--- src/rtl/ahbl_uart_pkg.sv ---
// Shared definitions for the AHB-Lite UART transmitter: register offsets, bit indices, tx states.
package ahbl_uart_pkg;

  localparam logic [1:0] OFF_DATA   = 2'd0;
  localparam logic [1:0] OFF_STATUS = 2'd1;
  localparam logic [1:0] OFF_BAUD   = 2'd2;
  localparam logic [1:0] OFF_CTRL   = 2'd3;

  localparam int unsigned STATUS_FULL    = 0;
  localparam int unsigned STATUS_EMPTY   = 1;
  localparam int unsigned STATUS_BUSY    = 2;
  localparam int unsigned STATUS_OVR     = 3;
  localparam int unsigned STATUS_CNT_LSB = 4;
  localparam int unsigned STATUS_CNT_W   = 4;

  localparam int unsigned CTRL_EN = 0;
  localparam int unsigned CTRL_IE = 1;

  typedef enum logic [1:0] {
    StIdle,
    StStart,
    StData,
    StStop
  } tx_state_e;

endpackage

--- src/rtl/sync_fifo.sv ---
// Single-clock FIFO with occupancy count; a push while full is taken only alongside a pop.
module sync_fifo #(
  parameter int unsigned Width = 8,
  parameter int unsigned Depth = 8,
  localparam int unsigned AddrW = $clog2(Depth),
  localparam int unsigned CntW  = $clog2(Depth) + 1
) (
  input  logic             clk_i,
  input  logic             rst_i,
  input  logic             push,
  input  logic             pop,
  input  logic [Width-1:0] din,
  output logic [Width-1:0] dout,
  output logic [CntW-1:0]  count,
  output logic             full,
  output logic             empty
);

  logic [Width-1:0] mem_q [Depth];
  logic [AddrW-1:0] wptr_q, wptr_d;
  logic [AddrW-1:0] rptr_q, rptr_d;
  logic [CntW-1:0]  count_q, count_d;
  logic             do_push, do_pop;

  assign full  = (count_q == CntW'(Depth));
  assign empty = (count_q == '0);
  assign count = count_q;
  assign dout  = mem_q[rptr_q];

  assign do_pop  = pop & ~empty;
  assign do_push = push & (~full | do_pop);

  always_comb begin
    wptr_d  = wptr_q;
    rptr_d  = rptr_q;
    count_d = count_q;
    if (do_push) begin
      wptr_d = wptr_q + AddrW'(1);
    end
    if (do_pop) begin
      rptr_d = rptr_q + AddrW'(1);
    end
    if (do_push && !do_pop) begin
      count_d = count_q + CntW'(1);
    end else if (do_pop && !do_push) begin
      count_d = count_q - CntW'(1);
    end
  end

  always_ff @(posedge clk_i) begin
    if (rst_i) begin
      wptr_q  <= '0;
      rptr_q  <= '0;
      count_q <= '0;
    end else begin
      wptr_q  <= wptr_d;
      rptr_q  <= rptr_d;
      count_q <= count_d;
    end
  end

  // Storage needs no reset; the pointers define what is valid.
  always_ff @(posedge clk_i) begin
    if (do_push) begin
      mem_q[wptr_q] <= din;
    end
  end

endmodule

--- src/rtl/ahbl_uart_tx.sv ---
// AHB-Lite slave UART transmitter: zero-wait-state register file, byte FIFO and 8N1 tx engine.
module ahbl_uart_tx
  import ahbl_uart_pkg::*;
#(
  parameter int unsigned FIFO_DEPTH  = 8,
  parameter logic [15:0] DEFAULT_DIV = 16'd433
) (
  input  logic        HCLK,
  input  logic        HRESET,
  input  logic        HSEL,
  input  logic [31:0] HADDR,
  input  logic [1:0]  HTRANS,
  input  logic [2:0]  HSIZE,
  input  logic        HWRITE,
  input  logic        HREADY,
  input  logic [31:0] HWDATA,
  output logic        HREADYOUT,
  output logic [31:0] HRDATA,
  output logic        UART_TXD,
  output logic        UART_IRQ
);

  localparam int unsigned CntW = $clog2(FIFO_DEPTH) + 1;

  // Bus pipeline: address phase latched, access performed in the data phase.
  logic       acc_ph;
  logic       dp_valid_q, dp_write_q;
  logic [1:0] dp_addr_q;
  logic       wr_en, rd_en;
  logic       wr_data, wr_status, wr_baud, wr_ctrl;

  logic [15:0] baud_q;
  logic [1:0]  ctrl_q;
  logic        ovr_q;

  logic            fifo_pop;
  logic [7:0]      fifo_dout;
  logic [CntW-1:0] fifo_count;
  logic            fifo_full, fifo_empty;

  tx_state_e   state_q, state_d;
  logic [15:0] bit_cnt_q, bit_cnt_d;
  logic [15:0] div_q, div_d;
  logic [2:0]  bit_idx_q, bit_idx_d;
  logic [7:0]  shreg_q, shreg_d;
  logic        txd_q, txd_d;
  logic        irq_q, irq_d;

  logic        bit_tick, can_start, start_frame, busy;
  logic [31:0] status;
  logic        unused_bits;

  assign unused_bits = ^{HADDR[31:4], HADDR[1:0], HSIZE, HTRANS[0], HWDATA[31:16]};

  assign acc_ph = HSEL & HREADY & HTRANS[1];

  always_ff @(posedge HCLK) begin
    if (HRESET) begin
      dp_valid_q <= 1'b0;
      dp_write_q <= 1'b0;
      dp_addr_q  <= OFF_DATA;
    end else begin
      dp_valid_q <= acc_ph;
      dp_write_q <= HWRITE;
      dp_addr_q  <= HADDR[3:2];
    end
  end

  assign wr_en     = dp_valid_q & dp_write_q;
  assign rd_en     = dp_valid_q & ~dp_write_q;
  assign wr_data   = wr_en & (dp_addr_q == OFF_DATA);
  assign wr_status = wr_en & (dp_addr_q == OFF_STATUS);
  assign wr_baud   = wr_en & (dp_addr_q == OFF_BAUD);
  assign wr_ctrl   = wr_en & (dp_addr_q == OFF_CTRL);

  always_ff @(posedge HCLK) begin
    if (HRESET) begin
      baud_q <= DEFAULT_DIV;
      ctrl_q <= 2'b00;
      ovr_q  <= 1'b0;
    end else begin
      if (wr_baud) begin
        baud_q <= HWDATA[15:0];
      end
      if (wr_ctrl) begin
        ctrl_q <= HWDATA[1:0];
      end
      // A push into a full FIFO is only lost when no pop frees a slot this cycle.
      if (wr_data && fifo_full && !fifo_pop) begin
        ovr_q <= 1'b1;
      end else if (wr_status && HWDATA[STATUS_OVR]) begin
        ovr_q <= 1'b0;
      end
    end
  end

  sync_fifo #(
    .Width(8),
    .Depth(FIFO_DEPTH)
  ) u_fifo (
    .clk_i(HCLK),
    .rst_i(HRESET),
    .push (wr_data),
    .pop  (fifo_pop),
    .din  (HWDATA[7:0]),
    .dout (fifo_dout),
    .count(fifo_count),
    .full (fifo_full),
    .empty(fifo_empty)
  );

  assign bit_tick    = (bit_cnt_q == 16'd0);
  assign can_start   = ~fifo_empty & ctrl_q[CTRL_EN];
  assign start_frame = can_start & ((state_q == StIdle) | ((state_q == StStop) & bit_tick));
  assign busy        = (state_q != StIdle);

  always_ff @(posedge HCLK) begin
    if (HRESET) begin
      state_q   <= StIdle;
      bit_cnt_q <= '0;
      div_q     <= '0;
      bit_idx_q <= '0;
      shreg_q   <= '0;
      txd_q     <= 1'b1;
      irq_q     <= 1'b0;
    end else begin
      state_q   <= state_d;
      bit_cnt_q <= bit_cnt_d;
      div_q     <= div_d;
      bit_idx_q <= bit_idx_d;
      shreg_q   <= shreg_d;
      txd_q     <= txd_d;
      irq_q     <= irq_d;
    end
  end

  always_comb begin
    state_d = state_q;
    unique case (state_q)
      StIdle:  if (can_start) state_d = StStart;
      StStart: if (bit_tick) state_d = StData;
      StData:  if (bit_tick && (bit_idx_q == 3'd7)) state_d = StStop;
      StStop:  if (bit_tick) state_d = can_start ? StStart : StIdle;
      default: state_d = StIdle;
    endcase
  end

  always_comb begin
    fifo_pop  = 1'b0;
    div_d     = div_q;
    bit_cnt_d = bit_cnt_q;
    bit_idx_d = bit_idx_q;
    shreg_d   = shreg_q;
    if (start_frame) begin
      // Divisor is frozen per frame so BAUD writes only affect later frames.
      fifo_pop  = 1'b1;
      div_d     = baud_q;
      bit_cnt_d = baud_q;
      bit_idx_d = '0;
      shreg_d   = fifo_dout;
    end else if (state_q != StIdle) begin
      if (bit_tick) begin
        bit_cnt_d = div_q;
        if (state_q == StData) begin
          shreg_d   = {1'b0, shreg_q[7:1]};
          bit_idx_d = bit_idx_q + 3'd1;
        end
      end else begin
        bit_cnt_d = bit_cnt_q - 16'd1;
      end
    end
    unique case (state_d)
      StStart: txd_d = 1'b0;
      StData:  txd_d = shreg_d[0];
      default: txd_d = 1'b1;
    endcase
    irq_d = ctrl_q[CTRL_IE] & fifo_empty & ~busy;
  end

  always_comb begin
    status = '0;
    status[STATUS_FULL]  = fifo_full;
    status[STATUS_EMPTY] = fifo_empty;
    status[STATUS_BUSY]  = busy;
    status[STATUS_OVR]   = ovr_q;
    status[STATUS_CNT_LSB +: STATUS_CNT_W] = STATUS_CNT_W'(fifo_count);
  end

  always_comb begin
    HRDATA = '0;
    if (rd_en) begin
      unique case (dp_addr_q)
        OFF_STATUS: HRDATA = status;
        OFF_BAUD:   HRDATA = {16'd0, baud_q};
        OFF_CTRL:   HRDATA = {30'd0, ctrl_q};
        default:    HRDATA = '0;
      endcase
    end
  end

  assign HREADYOUT = 1'b1;
  assign UART_TXD  = txd_q;
  assign UART_IRQ  = irq_q;

endmodule

--- config.mk ---
export PLATFORM = sky130hd
export DESIGN_NAME = ahbl_uart_tx
export DESIGN_NICKNAME = d
export VERILOG_FILES = /design/src/rtl/ahbl_uart_pkg.sv /design/src/rtl/sync_fifo.sv /design/src/rtl/ahbl_uart_tx.sv
export SDC_FILE = /design/constraint.sdc
export NUM_CORES = 1
export LEC_CHECK = 0
export BUFFER_PORTS_ARGS = -buffer_cell sky130_fd_sc_hd__buf_2
export CAP_MARGIN = 30
export CORE_ASPECT_RATIO = 1.2
export CORE_MARGIN = 3
export CORE_UTILIZATION = 45
export CTS_BUF_LIST = sky130_fd_sc_hd__clkbuf_4 sky130_fd_sc_hd__clkbuf_8
export CTS_CLUSTER_SIZE = 8
export DETAILED_ROUTE_END_ITERATION = 10
export MAX_ROUTING_LAYER = met4
export PLACE_DENSITY = 0.69
export SYNTH_ARGS = -nofsm -noshare
export SYNTH_HDL_FRONTEND = slang
export SYNTH_HIERARCHICAL = 1
export SYNTH_SLANG_ARGS = --single-unit
--- constraint.sdc ---
create_clock -name HCLK -period 4 [get_ports HCLK]
set_clock_uncertainty 0.1 [all_clocks]
set_input_delay 0.6 -clock HCLK [delete_from_list [all_inputs] [get_ports HCLK]]
set_output_delay 0.6 -clock HCLK [all_outputs]
set_load 0.02 [all_outputs]
==> results of run 1 <==
-- per-stage QoR --
stage	util [%]	power [W]
5_1_grt	51.46	0.002862
2_1_floorplan	-	0.001655
4_1_cts	51.46	0.002788
3_3_place_gp	48.61	0.001669
6_report	51.46	0.002760
3_5_place_dp	48.71	0.001671
-- worst max-delay path: stages (launching register included) --
cell	delay, ns
dfxtp_1	0.52
nor4_1	0.11
buf_4	0.16
nor2b_1	0.46
nand2_1	0.23
o21a_1	0.19
clkinv_1	0.13
o21ai_4	0.11
inv_2	0.14
ha_1	0.18
inv_1	0.10
ha_1	0.33
a21oi_1	0.23
a211oi_1	0.11
a31oi_1	0.17
mux2_2	0.35
-- flip-flops by register name, indices dropped and copies added, names as in the netlist, 2 cells and up, named ones only --
name           flops
ctrl_q             2
bit_cnt_q         16
baud_q            16
bit_idx_q          3
dp_addr_q          2
div_q             16
u_fifo/count       4
u_fifo/mem_q      64
shreg_q            8
state_q            2
u_fifo/wptr_q      3
u_fifo/rptr_q      3
-- routing by layer --
metal | vias up | GRT usage (%) | part of all wire (%)
met5 | - | - | 0
met3 | 29 | 4.371 | 5.2
met2 | 123 | 32.73 | 53
li1 | 2252 | - | -
met4 | 0 | 8.308 | 2.8
met1 | 2269 | 21.83 | 39
-- cells by family (layout without fill, tap and decap cells) --
kind of cell,count (synthesis),after routing,share of synthesized area [%]
AO/OA/AOI/OAI,111,111,11.56
XOR/XNOR,13,13,1.732
adder cells (fa/ha/maj),10,10,1.980
buffers and inverters,70,97,5.235
flip-flops,147,147,54.52
multiplexers,35,35,8.586
other,2,17,0.1143
AND/OR/NAND/NOR,227,227,16.28
-- layout by cell type (no fill, tap or decap), types with 6 or more instances in the layout --
| master | count |
|---|---|
| nand3b_1 | 6 |
| buf_2 | 41 |
| mux4_2 | 16 |
| mux2i_1 | 8 |
| buf_4 | 11 |
| ha_1 | 8 |
| conb_1 | 17 |
| mux2_2 | 11 |
| inv_1 | 10 |
| nand2b_1 | 6 |
| edfxtp_1 | 64 |
| o211ai_1 | 13 |
| nor4_1 | 6 |
| o21ai_0 | 8 |
| nand3_1 | 13 |
| nor2_1 | 54 |
| a21oi_1 | 40 |
| nor2b_1 | 8 |
| xor2_1 | 6 |
| xnor2_1 | 7 |
| nor3_1 | 13 |
| and2_1 | 8 |
| a22oi_1 | 13 |
| a311oi_1 | 13 |
| clkbuf_8 | 17 |
| nand2_1 | 91 |
| dfxtp_1 | 83 |
-- power groups by stage --
stage	Sequential [W]	Combinational [W]	Clock [W]
finish	0.00157	0.0000677	0.00112
global route	0.00157	0.0000741	0.00122
CTS	0.00157	0.0000673	0.00115
detailed placement	0.00160	0.0000672	0
global placement	0.00160	0.0000651	0
floorplan	0.00160	0.0000521	0
-- layout make-up --
| type | count | area share (%) |
|---|---|---|
| Clock inverter | 14 | 2.007 |
| Inverter | 12 | 0.6227 |
| Clock buffer | 18 | 3.339 |
| Multi-Input combinational cell | 413 | 37.35 |
| Tap cell | 171 | 2.958 |
| Timing Repair Buffer | 53 | 4.186 |
| Sequential cell | 147 | 49.54 |
-- cells in the mapped netlist, types with 4 or more instances --
cell and instances:
nand2_1 91, nor3_1 13, and2_1 8, nor2_1 54
mux2_2 11, dfxtp_1 83, mux2i_1 8, o21ai_0 8
nand2b_1 6, xnor2_1 7, nand4_1 4, a22oi_1 13
nand3b_1 6, o211ai_1 13, nor2b_1 8, a21oi_1 40
a311oi_1 13, xor2_1 6, buf_2 5, mux4_2 16
nor4_1 6, clkbuf_1 29, edfxtp_1 64, or3_1 5
nand3_1 13, inv_1 10, ha_1 8, buf_1 5
buf_4 18
-- worst paths after layout --
path | end | slack [ns] | cells after the start
worst max register to register | u_fifo/count[3] | 0.28 | 15
worst min register to register | div_q[0] | 0.36 | 2
worst max-delay path | u_fifo/count[3] | 0.28 | 15
worst min-delay path | baud_q[8] | 0.25 | 3
==> flow_summary.toml, run 1 <==
[synth]
yosysWarningCount = 6
syn_area_per_cell_um2 = 10.69
synth_top_area_cell = "edfxtp_1"
synth_async_sr_flop_share_pct = 0
synth_seq_cells = 147
yosysSeqAreaShare_pct = 54.52
synth_area_leaders = "edfxtp_1 (29%), dfxtp_1 (25%), mux4_2 (5.5%)"
synth_top_area_share_pct = 29.24
netlist_area_mm2 = 0.006573
syn_inst = 615
synthFlopType = "dfxtp_1"
synth.distinct_cells = 62
synth-edff-count = 64

[critical_path]
critPathKind = "reg -> reg"
path_max_fanout = 8
worstPathRequired_ns = 4.25
timing.rr.start = "u_fifo/count[1]"
start_kind = "flop"
arrival_ns = 3.97
cp-startpoint = "u_fifo/count[1]"
end_kind = "flop"

[cts]
h-tree-depth = 4
cts_tree = "built"
cts_root_buf = "clkbuf_8"
cts_buffer_depth = 2
cts_resized = 0
cts_setup_buffers = 0
clk_latency_ns = 0.46
numCtsBuffers = 17
path_clk_slew_ns = 0.08
holdBufCountCts = 0
clock_sinks = 147

[sta]
period_share_pct = 92.91
holdWs_ns = 0.2539
hold_viol_final = 0
finalCriticalPeriod_ns = 3.716
timing.final.ws_setup_ns = 0.2836
maxSlewHeadroom_pct = 33.35
rsz0062_at_grt = "no"
finalMaxSlewViolations = 0
finalSetupViolations = 0
fin_setup_tns_ns = 0
tightest_slew_ns = 0.9998
max_freq_mhz = 269.1

[die]
initial_core_util_pct = 46.76
boundaryPins = 109
die_area_mm2 = 0.01610
dieWidth_um = 116.3
num_rows = 47
fp.coreArea_mm2 = 0.01405
dieHeight_um = 138.4

[global_routing]
antenna_found_initial = 0
overflow = 0
grt_pass1_vias = 4748
grt_max_degree = 56
grtUsageTotal_pct = 19.42
grt_pass1_wl_mm = 23.58

[pwr]
irDropWorstVdd_mv = 0.2842
intPower_w = 0.002102
p_sw_w = 0.0006576
pwr-share-clk_pct = 40.7
p_per_area_mw_per_mm2 = 381.5
p_leak_nw = 2.558
power_frac_comb_pct = 2.5
seq_power_share_pct = 56.9
p_sw_share_pct = 23.83

[min_path]
hold_start = "HWDATA[8]"
hold_class = "in -> reg"

[final_layout]
nFillCells = 1249
postLayoutCellArea_mm2 = 0.007233
seqCellArea_mm2 = 0.003583
multiInputGateArea_mm2 = 0.002701
drive_gt1_share_pct = 19.03
syn_to_final_growth_pct = 10.05
diodes = 0
nNetsFinal = 727
final_cells = 828

[route]
wire_per_inst_um = 17.38
ant_nets = 0
routed_via_density = 5.644
drtPass1Iterations = 4
drt_wl_total_mm = 14.39
route.vias.total = 4673
drc = 0
drt_iter0_drc = 206

[flow_run]
maxCapViolations = 0

[place]
dpl-instance-area_mm2 = 0.006847
dpl.hpwl_mm = 9.930
pre_cts_ws_ns = 0.3350
gp_congestion = 0.7938
io_buffer_count = 41
placed_cells = 796

[outcome]
outcome = "completed"
No activity file was read; power rests on OpenSTA's default activity.
==> run 2, diff against run 1 <==
--- a/config.mk
+++ b/config.mk
@@ -15,6 +15,7 @@
 export DETAILED_ROUTE_END_ITERATION = 10
 export MAX_ROUTING_LAYER = met4
 export PLACE_DENSITY = 0.69
+export REMOVE_ABC_BUFFERS = 1
 export SYNTH_ARGS = -nofsm -noshare
 export SYNTH_HDL_FRONTEND = slang
 export SYNTH_HIERARCHICAL = 1
==> constraint.sdc (replaced) <==
create_clock -name HCLK -period 3.2 [get_ports HCLK]
set_clock_uncertainty 0.1 [all_clocks]
set_input_delay 0.48 -clock HCLK [delete_from_list [all_inputs] [get_ports HCLK]]
set_output_delay 0.48 -clock HCLK [all_outputs]
set_load 0.02 [all_outputs]
==> run 2 against run 1 <==
Global-route usage decreased by 0.30 points. Non-clock buffer count is 29 higher. Via count increased by 1.4%. Total power rose by 23%. Maximum frequency increased by 22%. Die area unchanged. Design area up 3.2%. Sequential share of layout area is 1.5 points lower.
==> flow_summary.toml, run 2 (synthesis gave the netlist of run 1 again) <==
[die]
initial_core_util_pct = 46.76
boundaryPins = 109
dieWidth_um = 116.3
fp.coreArea_mm2 = 0.01405
die_area_mm2 = 0.01610
dieHeight_um = 138.4
num_rows = 47

[critical_path]
r2r_setup_slack_ns = 0.17
timing.rr.start = "u_fifo/count[1]"
end_kind = "flop"
max_stage_delay_ns = 0.36
crit_path_frequent_cell = "ha_1"
r2r-end = "u_fifo/count[3]"
start_kind = "flop"
critPathKind = "reg -> reg"
cp-startpoint = "u_fifo/count[1]"
arrival_ns = 3.28
cp_cell_sequence = "nor4_2 > buf_4 > nor2b_4 > nand2_1 > o21a_1 > inv_4 > o21ai_4 > inv_2 > ha_1 > inv_1 > ha_1 > a21oi_2 > a211oi_1 > a31oi_1 > mux2_2"
crit_path_end = "u_fifo/count[3]"
reg2reg_depth = 15
crit_path_top_delay_cell = "mux2_2"
path_max_fanout = 5
worstPathRequired_ns = 3.45

[sta]
finalMaxSlewViolations = 0
fin_setup_tns_ns = 0
max_freq_mhz = 329.5
maxSlewHeadroom_pct = 46.41
finalCriticalPeriod_ns = 3.035
hold_viol_final = 0
finalSetupViolations = 0
tightest_slew_ns = 0.8039
period_share_pct = 94.84

[final_layout]
regMostFlops = "u_fifo/mem_q"
syn_to_final_growth_pct = 13.54
layout.cells.most_common_list = "nand2_1 (91), dfxtp_1 (82), edfxtp_1 (64), nor2_1 (54)"
drive_gt1_share_pct = 23.62
final_core_util_pct = 53.09
diodes = 0
nNetsFinal = 756
nFillCells = 1227
final_common_cell = "nand2_1"
largest_reg_flops = 64

[cts]
clock_sinks = 147
cts_buffer_depth = 2
cts_tree = "built"
clk_latency_ns = 0.45
cts_setup_buffers = 0
h-tree-depth = 4
path_clk_slew_ns = 0.08
numCtsBuffers = 17
cts_root_buf = "clkbuf_8"

[global_routing]
grt_max_degree = 43
grt_pass1_vias = 4778
grtUsageTotal_pct = 19.11
antenna_found_initial = 0
grt_pass1_wl_mm = 23.56
overflow = 0

[min_path]
hold_class = "in -> reg"

[route]
wire_per_inst_um = 16.67
drtPass1Iterations = 4
drc = 0
ant_nets = 0
routed_via_density = 5.527
drt_wl_total_mm = 14.29
route.vias.total = 4737
drt_iter0_drc = 363

[pwr]
irDropWorstVdd_mv = 0.3030
p_per_area_mw_per_mm2 = 453.8
p_leak_nw = 2.706

[flow_run]
maxCapViolations = 0

[outcome]
outcome = "completed"

[place]
gp_congestion = 0.8857
io_buffer_count = 41
dpl.hpwl_mm = 9.846
==> run 2: worst min path at each step <==
| stage | slack, ns | startpoint | endpoint | depth (start not counted) |
|---|---|---|---|---|
| after floorplan | 0.32 | ctrl_q[1] | UART_IRQ | 2 |
| after global placement | 0.34 | div_q[10] | div_q[10] | 2 |
| after detailed placement | 0.35 | div_q[10] | div_q[10] | 2 |
| after CTS | 0.10 | HADDR[2] | dp_addr_q[0] | 2 |
| after global routing | 0.14 | HADDR[2] | dp_addr_q[0] | 2 |
| final | 0.14 | HADDR[2] | dp_addr_q[0] | 2 |
==> run 2: final cells by class <==
type / instances / area, um^2 / share of cell area, %
Clock buffer: 18 / 247.7 / 3.320
Clock inverter: 14 / 118.9 / 1.593
Inverter: 12 / 47.55 / 0.6372
Multi-Input combinational cell: 413 / 2736 / 36.67
Sequential cell: 147 / 3585 / 48.04
Tap cell: 171 / 214.0 / 2.867
Timing Repair Buffer: 82 / 513.0 / 6.875
==> run 2: worst max-delay path, delay by kind of cell (launching register included) <==
kind                       cells  cell delay, ns
AOI/OAI and AO/OA              5            0.86
adders and majority gates      2            0.46
buffers and inverters          4            0.38
DFF                            1            0.33
muxes                          1            0.36
and+or+nand+nor                3            0.42
==> run 2: what timing repair did <==
| item | CTS | global route |
|---|---|---|
| setup endpoints to repair | 1 | 1 |
| hold buffers | 0 | 0 |
| hold endpoints to repair | 0 | 0 |
| pin swaps | 0 | 0 |
| gates resized for setup | 2 | 8 |
==> run 2: power breakdown <==
part           switching [W]  internal (W)
Sequential        0.00000454       0.00196
Clock               0.000757      0.000579
Combinational      0.0000645     0.0000258
==> run 2: per-stage QoR <==
stage	power (W)	area (um^2)	setup WS, ns	instances	hold slack [ns]
after global placement	0.002091	7057	0.07757	825	0.3415
after CTS	0.003428	7428	0.03719	857	0.1000
after floorplan	0.002039	6330	-1.820	572	0.3234
final	0.003386	7462	0.1652	857	0.1378
after global routing	0.003516	7462	-0.01197	857	0.1370
after detailed placement	0.002093	7057	-0.07346	825	0.3455
==> run 2: per-layer routing <==
layer  vias up  GRT usage (%)  part of all wire, %
met3        21          4.371                  4.1
met2       115          30.65                   52
met5         -              -                    0
met1      2293          23.49                   42
met4         0          6.964                  1.7
li1       2308              -                    -
==> run 3, diff against run 2 <==
--- a/config.mk
+++ b/config.mk
@@ -13,10 +13,10 @@
 export CTS_BUF_LIST = sky130_fd_sc_hd__clkbuf_4 sky130_fd_sc_hd__clkbuf_8
 export CTS_CLUSTER_SIZE = 8
 export DETAILED_ROUTE_END_ITERATION = 10
+export GPL_TIMING_DRIVEN = 1
 export MAX_ROUTING_LAYER = met4
 export PLACE_DENSITY = 0.69
 export REMOVE_ABC_BUFFERS = 1
 export SYNTH_ARGS = -nofsm -noshare
 export SYNTH_HDL_FRONTEND = slang
-export SYNTH_HIERARCHICAL = 1
 export SYNTH_SLANG_ARGS = --single-unit
==> run 3 against run 2 <==
Synthesized cell count down 4.4%. Worst setup slack better by 0.014 ns. Global-route usage down 1.1 points. Routed wire length down 7.2%. Design area down 2.1%. Flip-flop and latch count unchanged. Combinational power up 3.0%. Largest power group unchanged.
==> flow_summary.toml, run 3 <==
[synth]
synth.distinct_cells = 56
yosysWarningCount = 0
syn_inst = 588
syn_area_per_cell_um2 = 11.02
synth_top_area_cell = "edfxtp_1"
synth-edff-count = 64
synth_top_area_share_pct = 29.67
yosysMostFrequentCell = "nand2_1"
yosysSeqAreaShare_pct = 55.32
synth_async_sr_flop_share_pct = 0
synth_seq_cells = 147
netlist_area_mm2 = 0.006477
synthTopCellsByCount = "nand2_1 (87), dfxtp_1 (83), edfxtp_1 (64), nor2_1 (46), a21oi_1 (38)"
synthFlopType = "dfxtp_1"
synth_area_leaders = "edfxtp_1 (30%), dfxtp_1 (26%), mux4_2 (5.6%)"

[cts]
numCtsBuffers = 17
clock_sinks = 147
path_clk_slew_ns = 0.08
cts_root_buf = "clkbuf_8"
h-tree-depth = 4
cts_buffer_depth = 2
clk_latency_ns = 0.45
cts_tree = "built"
cts_setup_buffers = 0

[critical_path]
worstPathRequired_ns = 3.48
end_kind = "flop"
start_kind = "flop"
arrival_ns = 3.30
path_max_fanout = 5
critPathKind = "reg -> reg"

[route]
routed_via_density = 5.450
drt_wl_total_mm = 13.26
wire_per_inst_um = 16.11
route.vias.total = 4485
drc = 0
drt_iter0_drc = 267
drtPass1Iterations = 5
ant_nets = 0

[sta]
finalCriticalPeriod_ns = 3.021
finalSetupViolations = 0
period_share_pct = 94.40
hold_viol_final = 0
maxSlewHeadroom_pct = 31.96
finalMaxSlewViolations = 0
tightest_slew_ns = 1.021
fin_setup_tns_ns = 0
max_freq_mhz = 331.0

[final_layout]
nNetsFinal = 722
layout.cells.most_common_list = "nand2_1 (87), dfxtp_1 (83), edfxtp_1 (64), nor2_1 (46), buf_2 (41)"
diodes = 0
syn_to_final_growth_pct = 12.73
drive_gt1_share_pct = 21.78
largest_reg_flops = 64
final_core_util_pct = 52.39
nFillCells = 1193
regMostFlops = "u_fifo.mem_q"
final_common_cell = "nand2_1"
postLayoutCellArea_mm2 = 0.007302

[pwr]
p_leak_nw = 2.565
irDropWorstVdd_mv = 0.3731
p_per_area_mw_per_mm2 = 457.9

[die]
dieHeight_um = 137.4
num_rows = 47
fp.coreArea_mm2 = 0.01394
boundaryPins = 109
initial_core_util_pct = 46.48
die_area_mm2 = 0.01588
dieWidth_um = 115.5

[outcome]
outcome = "completed"

[global_routing]
grt_max_degree = 43
antenna_found_initial = 0
overflow = 0
grt_pass1_vias = 4326
grt_pass1_wl_mm = 21.25
grtUsageTotal_pct = 18.01

[place]
io_buffer_count = 41
gp_congestion = 0.8036
dpl.hpwl_mm = 9.168
dpl-instance-area_mm2 = 0.006913

[min_path]
hold_class = "in -> reg"

[flow_run]
maxCapViolations = 0
[run 3: changes by cell type after synthesis, moves of 6 or more]
cell,previous run,this run
mux2_2,11,1
a211oi_2,0,6
nand3_1,13,4
inv_1,10,4
a211oi_1,3,9
nor2_1,54,46
nor2b_1,8,14
mux2i_1,8,15
[run 3: metrics by stage]
step,cells,total power [W],setup WS [ns],hold slack [ns]
global route,823,0.003473,-0.004753,0.1176
finish,823,0.003343,0.1793,0.1427
floorplan,547,0.002039,-0.8212,0.3252
detailed placement,791,0.002097,0.05860,0.3461
global placement,790,0.002090,0.05255,0.3401
CTS,823,0.003376,0.04172,0.1179
[run 3: logic make-up after synthesis]
| family | share of synthesized area (%) |
|---|---|
| buffers and inverters | 4.983 |
| other | 0.1159 |
| flip-flops | 55.32 |
| multiplexers | 8.229 |
| AND/OR/NAND/NOR | 15.53 |
| AO/OA/AOI/OAI | 11.67 |
| XOR/XNOR | 2.299 |
| adder cells (fa/ha/maj) | 1.854 |
[run 3: power by group]
part           switching (W)  internal (W)
clock               0.000737      0.000553
combinational      0.0000657     0.0000273
sequential        0.00000459       0.00196
total               0.000808       0.00254
[run 3: cell type report]
| type | count | area (um^2) | area share [%] |
|---|---|---|---|
| clock buffer | 17 | 234.0 | 3.204 |
| sequential | 147 | 3583 | 49.07 |
| timing repair buffer | 73 | 469.2 | 6.426 |
| multi-input combinational | 394 | 2658 | 36.39 |
| inverter | 6 | 22.52 | 0.3084 |
| tap | 171 | 214.0 | 2.930 |
| clock inverter | 15 | 121.4 | 1.662 |
[run 3: worst paths after layout]
kind	from	slack (ns)	end	cells past startpoint
max	bit_cnt_q[0]	0.18	u_fifo.count[3]	15
min	HADDR[3]	0.14	dp_addr_q[1]	2
max reg2reg	bit_cnt_q[0]	0.18	u_fifo.count[3]	15
min reg2reg	div_q[13]	0.36	div_q[13]	2
[run 3: routing by layer]
layer	GRT usage (%)	share of wire, %
met1	21.89	42
met5	-	0
met4	8.480	2.9
met2	28.44	50
met3	4.218	4.6
[run 3: what timing repair did]
action,in CTS,in global routing
hold buffers,0,0
endpoints found under the setup margin,0,1
endpoints found under the hold margin,0,0
resized for setup,0,9
[run 3: critical path, stage by stage (launching register included)]
cell and delay (ns):
dfxtp_1 0.31, inv_1 0.08, ha_2 0.19, or3b_4 0.38, nor3_2 0.16, a31o_1 0.26
buf_6 0.15, inv_2 0.05, ha_4 0.16, inv_2 0.08, ha_1 0.22, a21o_1 0.18
a21oi_2 0.14, xnor2_1 0.08, or3_1 0.30, a21oi_1 0.13
